## src/rtl/keypad_scan4x4_if.sv

```systemverilog
// rtl/keypad_scan4x4_if.sv - keypad scanner signal bundle
interface keypad_scan4x4_if;
  logic [3:0]  row;
  logic        clr;
  logic [3:0]  col;
  logic [3:0]  key_code;
  logic        key_valid;
  logic        key_pressed;
  logic [31:0] data;

  modport master (
    output row, clr,
    input  col, key_code, key_valid, key_pressed, data
  );

  modport slave (
    input  row, clr,
    output col, key_code, key_valid, key_pressed, data
  );
endinterface

```

## src/rtl/keypad_scan4x4.sv

```systemverilog
// rtl/keypad_scan4x4.sv - 4x4 active-low keypad scanner with frame debounce
module keypad_scan4x4 #(
  parameter int SCAN_DIV        = 50000,
  parameter int DEBOUNCE_FRAMES = 4
) (
  input  logic              clk,
  input  logic              reset,
  keypad_scan4x4_if.slave   kp
);
  localparam int          DIV_W = (SCAN_DIV > 1) ? $clog2(SCAN_DIV) : 1;
  localparam logic [3:0]  DF    = 4'(DEBOUNCE_FRAMES);

  typedef enum logic [1:0] {IDLE, DEBOUNCE, HELD, RELEASE} state_t;

  logic [DIV_W-1:0] div_q;
  logic [1:0]       col_idx_q;
  logic [1:0]       col_idx_d;
  logic [3:0]       col_q;
  logic [3:0]       row_meta_q;
  logic [3:0]       row_sync_q;
  logic [3:0]       frame_q [4];
  logic             eval_q;
  logic             tick;

  state_t           state_q;
  logic [3:0]       cnt_q;
  logic [3:0]       stored_q;
  logic [3:0]       key_code_q;
  logic             key_valid_q;
  logic             key_pressed_q;
  logic [31:0]      data_q;

  logic [4:0]       frame_lows;
  logic [3:0]       frame_cand;
  logic             frame_hit;

  assign tick      = (div_q == DIV_W'(SCAN_DIV - 1));
  assign col_idx_d = col_idx_q + 2'd1;

  always_ff @(posedge clk) begin
    if (reset) begin
      div_q      <= '0;
      col_idx_q  <= 2'd0;
      col_q      <= 4'b1110;
      row_meta_q <= 4'b1111;
      row_sync_q <= 4'b1111;
      eval_q     <= 1'b0;
      for (int c = 0; c < 4; c++) frame_q[c] <= 4'b1111;
    end else begin
      row_meta_q <= kp.row;
      row_sync_q <= row_meta_q;
      // Evaluation runs one clock after the column-3 sample lands in the buffer
      eval_q     <= tick && (col_idx_q == 2'd3);
      if (tick) begin
        div_q              <= '0;
        frame_q[col_idx_q] <= row_sync_q;
        col_idx_q          <= col_idx_d;
        col_q              <= ~(4'b0001 << col_idx_d);
      end else begin
        div_q <= div_q + DIV_W'(1);
      end
    end
  end

  // Any frame with more than one closed contact is a ghost/multi-key and ignored
  always_comb begin
    frame_lows = 5'd0;
    frame_cand = 4'd0;
    for (int c = 0; c < 4; c++) begin
      for (int r = 0; r < 4; r++) begin
        if (!frame_q[c][r]) begin
          frame_lows = frame_lows + 5'd1;
          frame_cand = 4'(r * 4 + c);
        end
      end
    end
    frame_hit = (frame_lows == 5'd1);
  end

  always_ff @(posedge clk) begin
    if (reset) begin
      state_q       <= IDLE;
      cnt_q         <= 4'd0;
      stored_q      <= 4'd0;
      key_code_q    <= 4'd0;
      key_valid_q   <= 1'b0;
      key_pressed_q <= 1'b0;
      data_q        <= 32'd0;
    end else begin
      key_valid_q <= 1'b0;
      if (eval_q) begin
        case (state_q)
          IDLE: begin
            if (frame_hit) begin
              stored_q <= frame_cand;
              if (DF == 4'd1) begin
                key_code_q    <= frame_cand;
                key_valid_q   <= 1'b1;
                key_pressed_q <= 1'b1;
                data_q        <= {data_q[27:0], frame_cand};
                cnt_q         <= 4'd0;
                state_q       <= HELD;
              end else begin
                cnt_q   <= 4'd1;
                state_q <= DEBOUNCE;
              end
            end
          end
          DEBOUNCE: begin
            if (frame_hit && (frame_cand == stored_q)) begin
              if (cnt_q + 4'd1 == DF) begin
                key_code_q    <= stored_q;
                key_valid_q   <= 1'b1;
                key_pressed_q <= 1'b1;
                data_q        <= {data_q[27:0], stored_q};
                cnt_q         <= 4'd0;
                state_q       <= HELD;
              end else begin
                cnt_q <= cnt_q + 4'd1;
              end
            end else begin
              cnt_q   <= 4'd0;
              state_q <= IDLE;
            end
          end
          HELD: begin
            if (!frame_hit) begin
              if (DF == 4'd1) begin
                key_pressed_q <= 1'b0;
                cnt_q         <= 4'd0;
                state_q       <= IDLE;
              end else begin
                cnt_q   <= 4'd1;
                state_q <= RELEASE;
              end
            end
          end
          default: begin
            if (!frame_hit) begin
              if (cnt_q + 4'd1 == DF) begin
                key_pressed_q <= 1'b0;
                cnt_q         <= 4'd0;
                state_q       <= IDLE;
              end else begin
                cnt_q <= cnt_q + 4'd1;
              end
            end else begin
              cnt_q   <= 4'd0;
              state_q <= HELD;
            end
          end
        endcase
      end
      // Placed last so a clear beats a same-cycle shift-in
      if (kp.clr) data_q <= 32'd0;
    end
  end

  assign kp.col         = col_q;
  assign kp.key_code    = key_code_q;
  assign kp.key_valid   = key_valid_q;
  assign kp.key_pressed = key_pressed_q;
  assign kp.data        = data_q;
endmodule

```

## src/flat_wrapper.sv

```systemverilog
// flat-port wrapper written by rule: the top's interface ports become plain ports
module keypad_scan4x4_flat 
#(
  parameter int SCAN_DIV        = 50000,
  parameter int DEBOUNCE_FRAMES = 4
)
  (clk, reset, kp_row, kp_clr, kp_col, kp_key_code, kp_key_valid, kp_key_pressed, kp_data);
  keypad_scan4x4_if kp_i ();
  input  logic clk;
  input  logic reset;
  input wire logic [$bits(kp_i.row)-1:0] kp_row;
  input wire logic [$bits(kp_i.clr)-1:0] kp_clr;
  output wire logic [$bits(kp_i.col)-1:0] kp_col;
  output wire logic [$bits(kp_i.key_code)-1:0] kp_key_code;
  output wire logic [$bits(kp_i.key_valid)-1:0] kp_key_valid;
  output wire logic [$bits(kp_i.key_pressed)-1:0] kp_key_pressed;
  output wire logic [$bits(kp_i.data)-1:0] kp_data;
  assign kp_i.row = kp_row;
  assign kp_i.clr = kp_clr;
  assign kp_col = kp_i.col;
  assign kp_key_code = kp_i.key_code;
  assign kp_key_valid = kp_i.key_valid;
  assign kp_key_pressed = kp_i.key_pressed;
  assign kp_data = kp_i.data;
  keypad_scan4x4 #(.SCAN_DIV(SCAN_DIV), .DEBOUNCE_FRAMES(DEBOUNCE_FRAMES)) u_core (.clk(clk), .reset(reset), .kp(kp_i));
endmodule
```

## config.mk

```make
export PLATFORM = sky130hd
export DESIGN_NAME = keypad_scan4x4_flat
export DESIGN_NICKNAME = d
export VERILOG_FILES = /design/src/rtl/keypad_scan4x4_if.sv /design/src/rtl/keypad_scan4x4.sv /design/src/flat_wrapper.sv
export SDC_FILE = /design/constraint.sdc
export NUM_CORES = 1
export LEC_CHECK = 0
export ABC_AREA = 1
export CORE_UTILIZATION = 60
export DETAILED_ROUTE_END_ITERATION = 6
export PLACE_DENSITY = 0.89
export SLEW_MARGIN = 20
export SYNTH_ARGS = -nofsm -noshare
export SYNTH_HDL_FRONTEND = slang
export SYNTH_SLANG_ARGS = --single-unit
```

## constraint.sdc

```tcl
create_clock -name clk -period 16.1 [get_ports clk]
set_input_delay 3.22 -clock clk [delete_from_list [all_inputs] [get_ports clk]]
set_output_delay 3.22 -clock clk [all_outputs]
set_load 0.02 [all_outputs]
```

==> results of run 1 <==
## cells in the mapped netlist (all sizes together)
master	count	area, sq um
o31ai	3	22.5
nor3	4	20.0
or2	18	113
buf	7	75.1
o21ai	53	265
ha	26	325
clkbuf	7	26.3
dfxtp	79	1580
o311ai	1	8.76
nand3b	9	67.6
xnor2	1	8.76
nand3	62	345
nor3b	3	22.5
nor4	6	37.5
nand2	214	871
xor2	5	43.8
edfxtp	16	480
nand4	3	18.8
nor2	82	339
o211ai	2	15.0
a21oi	53	269
a31oi	3	18.8
inv	131	492
o21a	1	7.51
## state kept, by name, indices dropped and copies added (netlist names)
register	flops
u_core.stored_q	4
u_core.col_idx_q	2
u_core.div_q	16
u_core.kp.data	32
u_core.row_meta_q	4
u_core.state_q	2
u_core.kp.key_pressed	1
u_core.kp.key_code	4
u_core.frame_q	16
u_core.eval_q	1
u_core.kp.col	4
u_core.row_sync_q	4
u_core.cnt_q	4
u_core.kp.key_valid	1
## power by group through the flow
stage	clock network [W]	logic, W	registers [W]
floorplan	0	0.0000199	0.000249
global placement	0	0.0000241	0.000249
detailed placement	0	0.0000260	0.000250
CTS	0.000168	0.0000262	0.000244
global route	0.000177	0.0000302	0.000244
finish	0.000166	0.0000263	0.000244
## cell families after synthesis
logic type / Yosys count / share of synthesized area
xor+xnor: 6 / 0.00960
simple gates: 401 / 0.335
buf+inv: 145 / 0.108
flops: 95 / 0.377
fa+ha+maj: 26 / 0.0594
compound gates: 116 / 0.111
## worst max path at each step
stage,end,cells after the start
after floorplan,u_core.kp.data[16],58
after global placement,u_core.kp.data[7],57
after detailed placement,u_core.kp.data[6],57
after CTS,u_core.kp.data[4],57
after global routing,u_core.kp.data[4],57
final,u_core.kp.data[4],57
## stage by stage
stage | total power (W) | instance area [sq um] | utilization | hold slack, ns
floorplan | 0.000269 | 5470 | - | 0.389
global placement | 0.000273 | 6000 | 0.684 | 0.398
detailed placement | 0.000276 | 6000 | 0.684 | 0.396
CTS | 0.000438 | 6210 | 0.709 | 0.419
global route | 0.000451 | 6210 | 0.709 | 0.434
finish | 0.000436 | 6210 | 0.709 | 0.422
## final cells by class
class                   count  share of cell area
clock inverters             6              0.0139
inverters                 131              0.0792
multi-input cells         549               0.454
well taps                 108              0.0218
clock buffers              10              0.0206
repair buffers             49              0.0786
flip-flops and latches     95               0.332
## per-layer routing
metal / vias up / global-route usage / share of wire
met4: 0 / 0.0724 / 0.015
li1: 2596 / - / -
met3: 18 / 0.0367 / 0.039
met5: - / 0 / 0
met2: 104 / 0.439 / 0.49
met1: 2285 / 0.285 / 0.46
## critical path, delay by kind of cell (launching register included)
family | cells | cell delay [ns]
and+or+nand+nor | 32 | 4.19
buffers and inverters | 8 | 0.74
DFF | 1 | 0.37
adders and majority gates | 14 | 3.91
AOI/OAI and AO/OA | 3 | 0.41
==> impl_metrics.yaml, run 1 <==
critical_path:
  required_ns: 16.31
  critical_path_arrival_ns: 10.02
  worst_setup_path_end_kind: "register"
  cp_max_fo: 40
  timing.rr.end: "u_core.kp.data[4]"
  crit_start: "u_core.frame_q[0][1]"
  cp_slowest_cell: "nor2_8"
  path_class: "register to register"
  r2r-start: "u_core.frame_q[0][1]"
  ff2ff_setup_slack_ns: 6.30
  rr_worst_depth: 57
  start_kind: "register"
  cpPeakStageDelay_ns: 0.40
  worst_path_most_repeated_cell: "nand2_1"
final_layout:
  n_antenna_cell: 0
  final_cell_count_no_fill: 948
  area_delta_synth_final_pct: 13.4
  multi_input_area_sq_um: 2820
  fillCellCount: 668
  register_area_sq_um: 2060
  final_common_cell: "nand2_1"
  layout-drive-gt1-share: 0.0857
  layout_common_cells: "189 x nand2_1, 129 x inv_1, 79 x nor2_1, 79 x dfxtp_1, 55 x nand3_1"
  nNetsFinal: 868
floorplanning:
  core_sq_um: 8760
  initial_core_util: 0.625
  die_w_um: 97.5
  ios: 49
  dieArea_sq_um: 9510
  fp-row-count: 34
  fp.dieH_um: 97.5
min_path:
  hold_depth: 1
  min_path_type: "register to register"
  min_from: "u_core.row_meta_q[3]"
  min_to: "u_core.row_sync_q[3]"
detailed_routing:
  dr.pass1.iters: 7
  vias: 5003
  antenna_left: 0
  via_per_inst: 5.28
  drtIter0Drc: 248
  wl_per_cell_um: 11.5
  remaining_drc_errors: 0
  wl_um: 10900
grt:
  first_global_vias: 4794
  antenna_found_initial: 0
  grt_max_degree: 41
  overflow: 0
  track_usage: 0.239
  grt_pass1_wl_um: 19500
sta:
  setup_tns_ns: 0
  finalClockSkew_ns: 0.0134
  fin_crit_sh: 0.609
  post-route-min-period_ns: 9.80
  fin_ws_ns: 6.30
  hold_viol_final: 0
  clock.fmax_mhz: 102
  slew_headroom: 0.591
  final_max_slew_viol_count: 0
  setup_violations: 0
  tightest_slew_ns: 0.608
  rsz0062_at_grt: "false"
place:
  gp_routability_congestion: 0.870
  pre_cts_slack_ns: 6.40
  port_buffers: 48
  hpwlAfterDp_um: 8150
  place_inst: 932
synthesis:
  synth_cell_types: 33
  yosysSeqAreaShare: 0.377
  synth_area_sq_um: 5470
  syn_nets: 822
  synth-seq-cells: 95
  syn_avg_cell_area_sq_um: 6.94
  ys.warnings.count: 0
  postSynthCellCount: 789
cts:
  cts.path.max_buffers: 2
  clock_latency_ns: 0.35
  hold_buffers: 0
  cts_buffers: 9
  cts_root_buf: "clkbuf_8"
  post_cts_buffers: 0
  cts.sinks: 95
  cts_resized: 0
  clk_pin_slew_ns: 0.09
  cts.htree.levels: 3
  cts_tree: "built"
power_and_ir_drop:
  pwr-share-clk: 0.380
  comb_power_share: 0.060
  ir_drop_v: 0.0000728
  p_sw_w: 0.0000967
  pwr_density_cell_nw_per_um2: 70.2
  p_int_w: 0.000339
  leakage_nw: 2.96
  seqPwrFrac: 0.559
  swShare: 0.222
status:
  status: "finished, final reports clean"
run:
  drv_cap: 0
No activity file was read; power rests on OpenSTA's default activity.
==> run 2: changes to the inputs <==
--- a/config.mk
+++ b/config.mk
@@ -6,9 +6,9 @@
 export NUM_CORES = 1
 export LEC_CHECK = 0
 export ABC_AREA = 1
-export CORE_UTILIZATION = 60
+export CORE_UTILIZATION = 58
 export DETAILED_ROUTE_END_ITERATION = 6
-export PLACE_DENSITY = 0.89
+export PLACE_DENSITY = 0.86
 export SLEW_MARGIN = 20
 export SYNTH_ARGS = -nofsm -noshare
 export SYNTH_HDL_FRONTEND = slang
==> constraint.sdc (replaced) <==
create_clock -name clk -period 9.6 [get_ports clk]
set_input_delay 1.92 -clock clk [delete_from_list [all_inputs] [get_ports clk]]
set_output_delay 1.92 -clock clk [all_outputs]
set_load 0.02 [all_outputs]
==> run 2 against run 1 <==
Register-to-register slack lost 5.8 ns. Critical path depth did not move. Power is 68% higher. Maximum frequency rose by 7.6%. Cell area is 3.5% higher. Utilization fell by 0.95 points. Sequential power increased by 68%. Clock power increased by 66%.
==> impl_metrics.yaml, run 2 (same netlist as run 1, synthesis figures left out) <==
status:
  status: "finished, final reports clean"
final_layout:
  largest_reg_flops: 32
  layout_common_cells: "179 x nand2_1, 129 x inv_1, 79 x nor2_1, 79 x dfxtp_1, 55 x nand3_1"
  nNetsFinal: 881
  postLayoutCoreUtil: 0.699
  area_delta_synth_final_pct: 17.4
  final_common_cell: "nand2_1"
  n_antenna_cell: 0
  finish.instance_area_sq_um: 6430
  fillCellCount: 692
  final_cell_count_no_fill: 964
  layout-drive-gt1-share: 0.115
detailed_routing:
  antenna_left: 0
  route.met2.wl_um: 6050
  top_layer: "met4"
  met1Wirelength_um: 5420
  dr.pass1.iters: 5
  vias: 5115
  wl_per_cell_um: 12.6
  wl_met3_um: 501
  remaining_drc_errors: 0
  drtIter0Drc: 220
  via_per_inst: 5.31
  wl_um: 12100
sta:
  setup_violations: 0
  fin_crit_sh: 0.950
  post-route-min-period_ns: 9.12
  finalClockSkew_ns: 0.0141
  tightest_slew_ns: 0.666
  hold_viol_final: 0
  final_max_slew_viol_count: 0
  clock.fmax_mhz: 110
  slew_headroom: 0.552
  fin_ws_ns: 0.484
run:
  drv_cap: 0
critical_path:
  path_depth: 57
  critPathTopFamily: "simple AND/OR/NAND/NOR gates"
  rr_worst_depth: 57
  cp_max_fo: 8
  critical_path_arrival_ns: 9.41
  cpPeakStageDelay_ns: 0.37
  worst_setup_path_end_kind: "register"
  start_kind: "register"
  path_class: "register to register"
  worst_path_most_repeated_cell: "ha_1"
  required_ns: 9.89
  critPathBufInv: 8
  cp_slowest_cell: "edfxtp_1"
floorplanning:
  die_w_um: 99.2
  core_sq_um: 9200
  initial_core_util: 0.595
  ios: 49
  dieArea_sq_um: 9830
  fp.dieH_um: 99.2
  fp-row-count: 35
cts:
  clk_pin_slew_ns: 0.09
  cts.htree.levels: 3
  cts_root_buf: "clkbuf_8"
  hold_buffers: 0
  cts.sinks: 95
  clock_latency_ns: 0.37
  cts.path.max_buffers: 2
  cts_tree: "built"
  cts_buffers: 9
grt:
  track_usage: 0.240
  first_global_vias: 4775
  antenna_found_initial: 0
  overflow: 0
  grt_pass1_wl_um: 19600
  grt_max_degree: 31
power_and_ir_drop:
  ir_drop_v: 0.000122
  fin_total_pwr_w: 0.000733
  leakage_nw: 3.05
  p_sw_w: 0.000171
  comb_power_share: 0.065
  p_int_w: 0.000561
  seqPwrFrac: 0.558
  swShare: 0.234
  pwr-share-clk: 0.377
  pwr_density_cell_nw_per_um2: 114
min_path:
  hold_depth: 1
  min_path_type: "register to register"
place:
  pre_cts_slack_ns: 0.167
  port_buffers: 48
  gp_routability_congestion: 0.839
  hpwlAfterDp_um: 8440
  place_area_sq_um: 6010
  place_inst: 936
[run 2: cell count changes in the layout (fill, tap and decap cells not counted), sizes merged]
cell	delta
bufinv	-1
nor2	+1
buf	+10
clkbuf	+2
inv	+1
[run 2: area by class of cell]
type	count	area (sq um)	share of cell area
sequential	95	2060	0.321
clock inverter	6	66.3	0.0103
multi-input combinational	550	2870	0.447
clock buffer	10	149	0.0232
tap	111	139	0.0216
timing repair buffer	61	642	0.0998
inverter	131	499	0.0777
[run 2: power groups by stage]
stage               sequential, W  combinational [W]  clock (W)
floorplan                0.000418          0.0000333          0
global placement         0.000418          0.0000405          0
detailed placement       0.000419          0.0000432          0
CTS                      0.000409          0.0000435   0.000279
global route             0.000410          0.0000546   0.000295
finish                   0.000409          0.0000474   0.000276
[run 2: path summary, 6_finish.rpt]
check	start	slack (ns)	end
max	u_core.frame_q[0][1]	0.48	u_core.kp.data[22]
min	u_core.row_meta_q[0]	0.42	u_core.row_sync_q[0]
max reg2reg	u_core.frame_q[0][1]	0.48	u_core.kp.data[22]
min reg2reg	u_core.row_meta_q[0]	0.42	u_core.row_sync_q[0]
[run 2: per-stage QoR]
step / TNS (ns) / hold slack (ns)
floorplan: 0 / 0.389
global placement: 0 / 0.396
detailed placement: 0 / 0.398
CTS: 0 / 0.417
global route: -2.87 / 0.423
finish: 0 / 0.416
[run 2: timing repair]
action / in CTS / in global routing
setup buffers: 0 / 9
gates resized for setup: 0 / 22
setup endpoints to repair: 0 / 48
[run 2: metal layers]
metal,vias up,GRT usage
met3,15,0.0281
met2,132,0.433
met1,2341,0.295
met5,-,0
met4,0,0.0871
li1,2627,-
==> run 3: changes to the inputs <==
--- a/config.mk
+++ b/config.mk
@@ -6,9 +6,9 @@
 export NUM_CORES = 1
 export LEC_CHECK = 0
 export ABC_AREA = 1
-export CORE_UTILIZATION = 58
+export CORE_UTILIZATION = 45
 export DETAILED_ROUTE_END_ITERATION = 6
-export PLACE_DENSITY = 0.86
+export PLACE_DENSITY = 0.73
 export SLEW_MARGIN = 20
 export SYNTH_ARGS = -nofsm -noshare
 export SYNTH_HDL_FRONTEND = slang
==> constraint.sdc (replaced) <==
create_clock -name clk -period 7.4 [get_ports clk]
set_input_delay 1.48 -clock clk [delete_from_list [all_inputs] [get_ports clk]]
set_output_delay 1.48 -clock clk [all_outputs]
set_load 0.02 [all_outputs]
==> run 3 against run 2 <==
The run now ends with negative setup slack left. Die area is 28% higher. Wire length is 6.5% higher. Power is 47% higher. First-iteration DRC count is 12% lower. Sequential power is 30% higher. Final cell count is 9.1% higher. Via count is 0.98% higher. Setup slack worse by 1.2 ns. Clock-buffer cell count is 1 higher. Critical path type unchanged. Highest routed layer unchanged.
==> impl_metrics.yaml, run 3 (same netlist as run 1, synthesis figures left out) <==
sta:
  rsz0062_at_grt: "true"
  setup_violations: 48
  fin_ws_ns: -0.678
  post-route-min-period_ns: 8.08
  tightest_slew_ns: 0.658
  fin_crit_sh: 1.09
  clock.fmax_mhz: 124
  hold_viol_final: 0
  slew_headroom: 0.557
  hold_ws_ns: 0.407
  final_max_slew_viol_count: 0
  finalClockSkew_ns: 0.00581
final_layout:
  register_area_sq_um: 2060
  multi_input_area_sq_um: 3250
  n_antenna_cell: 0
  finish.instance_area_sq_um: 7400
  final_cell_count_no_fill: 1052
  nNetsFinal: 937
  fillCellCount: 939
  largest_reg_flops: 32
  layout-drive-gt1-share: 0.237
  final_common_cell: "nand2_1"
  area_delta_synth_final_pct: 35.3
  layout_common_cells: "160 x nand2_1, 119 x inv_1, 79 x dfxtp_1, 78 x nor2_1, 58 x buf_4"
critical_path:
  r2r-start: "u_core.frame_q[0][1]"
  worst_setup_path_end_kind: "register"
  cpPeakStageDelay_ns: 0.38
  critPathTopFamily: "adder cells"
  path_class: "register to register"
  critical_path_arrival_ns: 8.34
  worst_path_most_repeated_cell: "ha_4"
  cp_slowest_cell: "edfxtp_1"
  required_ns: 7.67
  timing.rr.end: "u_core.kp.data[13]"
  ff2ff_setup_slack_ns: -0.68
  rr_worst_depth: 58
  critPathBufInv: 9
  start_kind: "register"
  cp_max_fo: 9
floorplanning:
  die_w_um: 112
  initial_core_util: 0.471
  fp-row-count: 39
  dieArea_sq_um: 12600
  ios: 49
  fp.dieH_um: 112
  core_sq_um: 11600
min_path:
  hold_depth: 1
  min_path_type: "register to register"
  min_to: "u_core.row_sync_q[2]"
  min_from: "u_core.row_meta_q[2]"
cts:
  cts_buffers: 9
  cts_tree: "built"
  clk_pin_slew_ns: 0.06
  cts.htree.levels: 3
  cts.path.max_buffers: 2
  cts.sinks: 95
  clock_latency_ns: 0.34
  hold_buffers: 0
  cts_root_buf: "clkbuf_16"
grt:
  first_global_vias: 4855
  track_usage: 0.198
  antenna_found_initial: 0
  overflow: 0
  grt_pass1_wl_um: 20700
  grt_max_degree: 31
place:
  gp_routability_congestion: 0.803
  port_buffers: 48
  hpwlAfterDp_um: 8300
  place_inst: 1006
  pre_cts_slack_ns: -0.913
  place_area_sq_um: 6420
detailed_routing:
  remaining_drc_errors: 0
  antenna_left: 0
  wl_per_cell_um: 12.3
  vias: 5165
  drtIter0Drc: 194
  dr.pass1.iters: 5
  wl_um: 12900
  via_per_inst: 4.91
power_and_ir_drop:
  ir_drop_v: 0.000152
  leakage_nw: 3.44
  fin_total_pwr_w: 0.00108
  pwr_density_cell_nw_per_um2: 146
status:
  violations: "negative setup slack"
  status: "finished, violations left"
run:
  drv_cap: 0
[run 3: layout make-up]
class	count	share of cell area
repair buffers	118	0.152
inverters	131	0.0674
clock buffers	11	0.0314
well taps	143	0.0242
flip-flops and latches	95	0.278
clock inverters	5	0.00794
multi-input cells	549	0.439
[run 3: per-layer routing]
| layer | GRT usage | wire, um | vias to the layer above |
|---|---|---|---|
| met3 | 0.0481 | 528 | 14 |
| li1 | - | - | 2746 |
| met2 | 0.342 | 6220 | 77 |
| met4 | 0.0587 | 166 | 0 |
| met5 | 0 | 0 | - |
| met1 | 0.246 | 6010 | 2328 |
[run 3: repair_timing]
action / CTS / global route
pin swaps: 16 / 57
buffers inserted: 25 / 8
resized for setup: 23 / 78
cloned: 2 / 2
endpoints found under the setup margin: 48 / 48
[run 3: worst max path at each step]
| stage | startpoint | endpoint | slack [ns] | cells past startpoint |
|---|---|---|---|---|
| 6_report | u_core.frame_q[0][1] | u_core.kp.data[13] | -0.68 | 58 |
| 5_1_grt | u_core.frame_q[0][1] | u_core.kp.data[21] | -0.99 | 58 |
| 4_1_cts | u_core.frame_q[0][1] | u_core.kp.data[30] | -0.93 | 58 |
| 3_5_place_dp | u_core.frame_q[0][1] | u_core.state_q[0] | -0.91 | 57 |
| 3_3_place_gp | u_core.frame_q[0][1] | u_core.state_q[1] | -0.71 | 57 |
| 2_1_floorplan | u_core.frame_q[0][1] | u_core.kp.data[17] | -0.59 | 58 |
[run 3: metrics by stage]
| step | setup TNS [ns] | util |
|---|---|---|
| floorplan | -25.10 | - |
| global placement | -29.74 | 0.553 |
| detailed placement | -39.89 | 0.553 |
| CTS | -40.75 | 0.604 |
| global route | -43.75 | 0.638 |
| finish | -28.26 | 0.638 |
[run 3: worst register-to-register path: cells and delay by family (launching register included)]
family	cells	cell delay (ns)
DFF	1	0.38
and+or+nand+nor	32	3.30
adders and majority gates	14	3.39
AOI/OAI and AO/OA	3	0.29
buffers and inverters	9	0.64
[run 3: power by group]
part | switching [W] | internal (W) | total, W
clock network | 0.000191 | 0.000262 | 0.000453
registers | 0.00000255 | 0.000529 | 0.000531
logic | 0.0000517 | 0.0000422 | 0.0000939
total | 0.000245 | 0.000833 | 0.00108
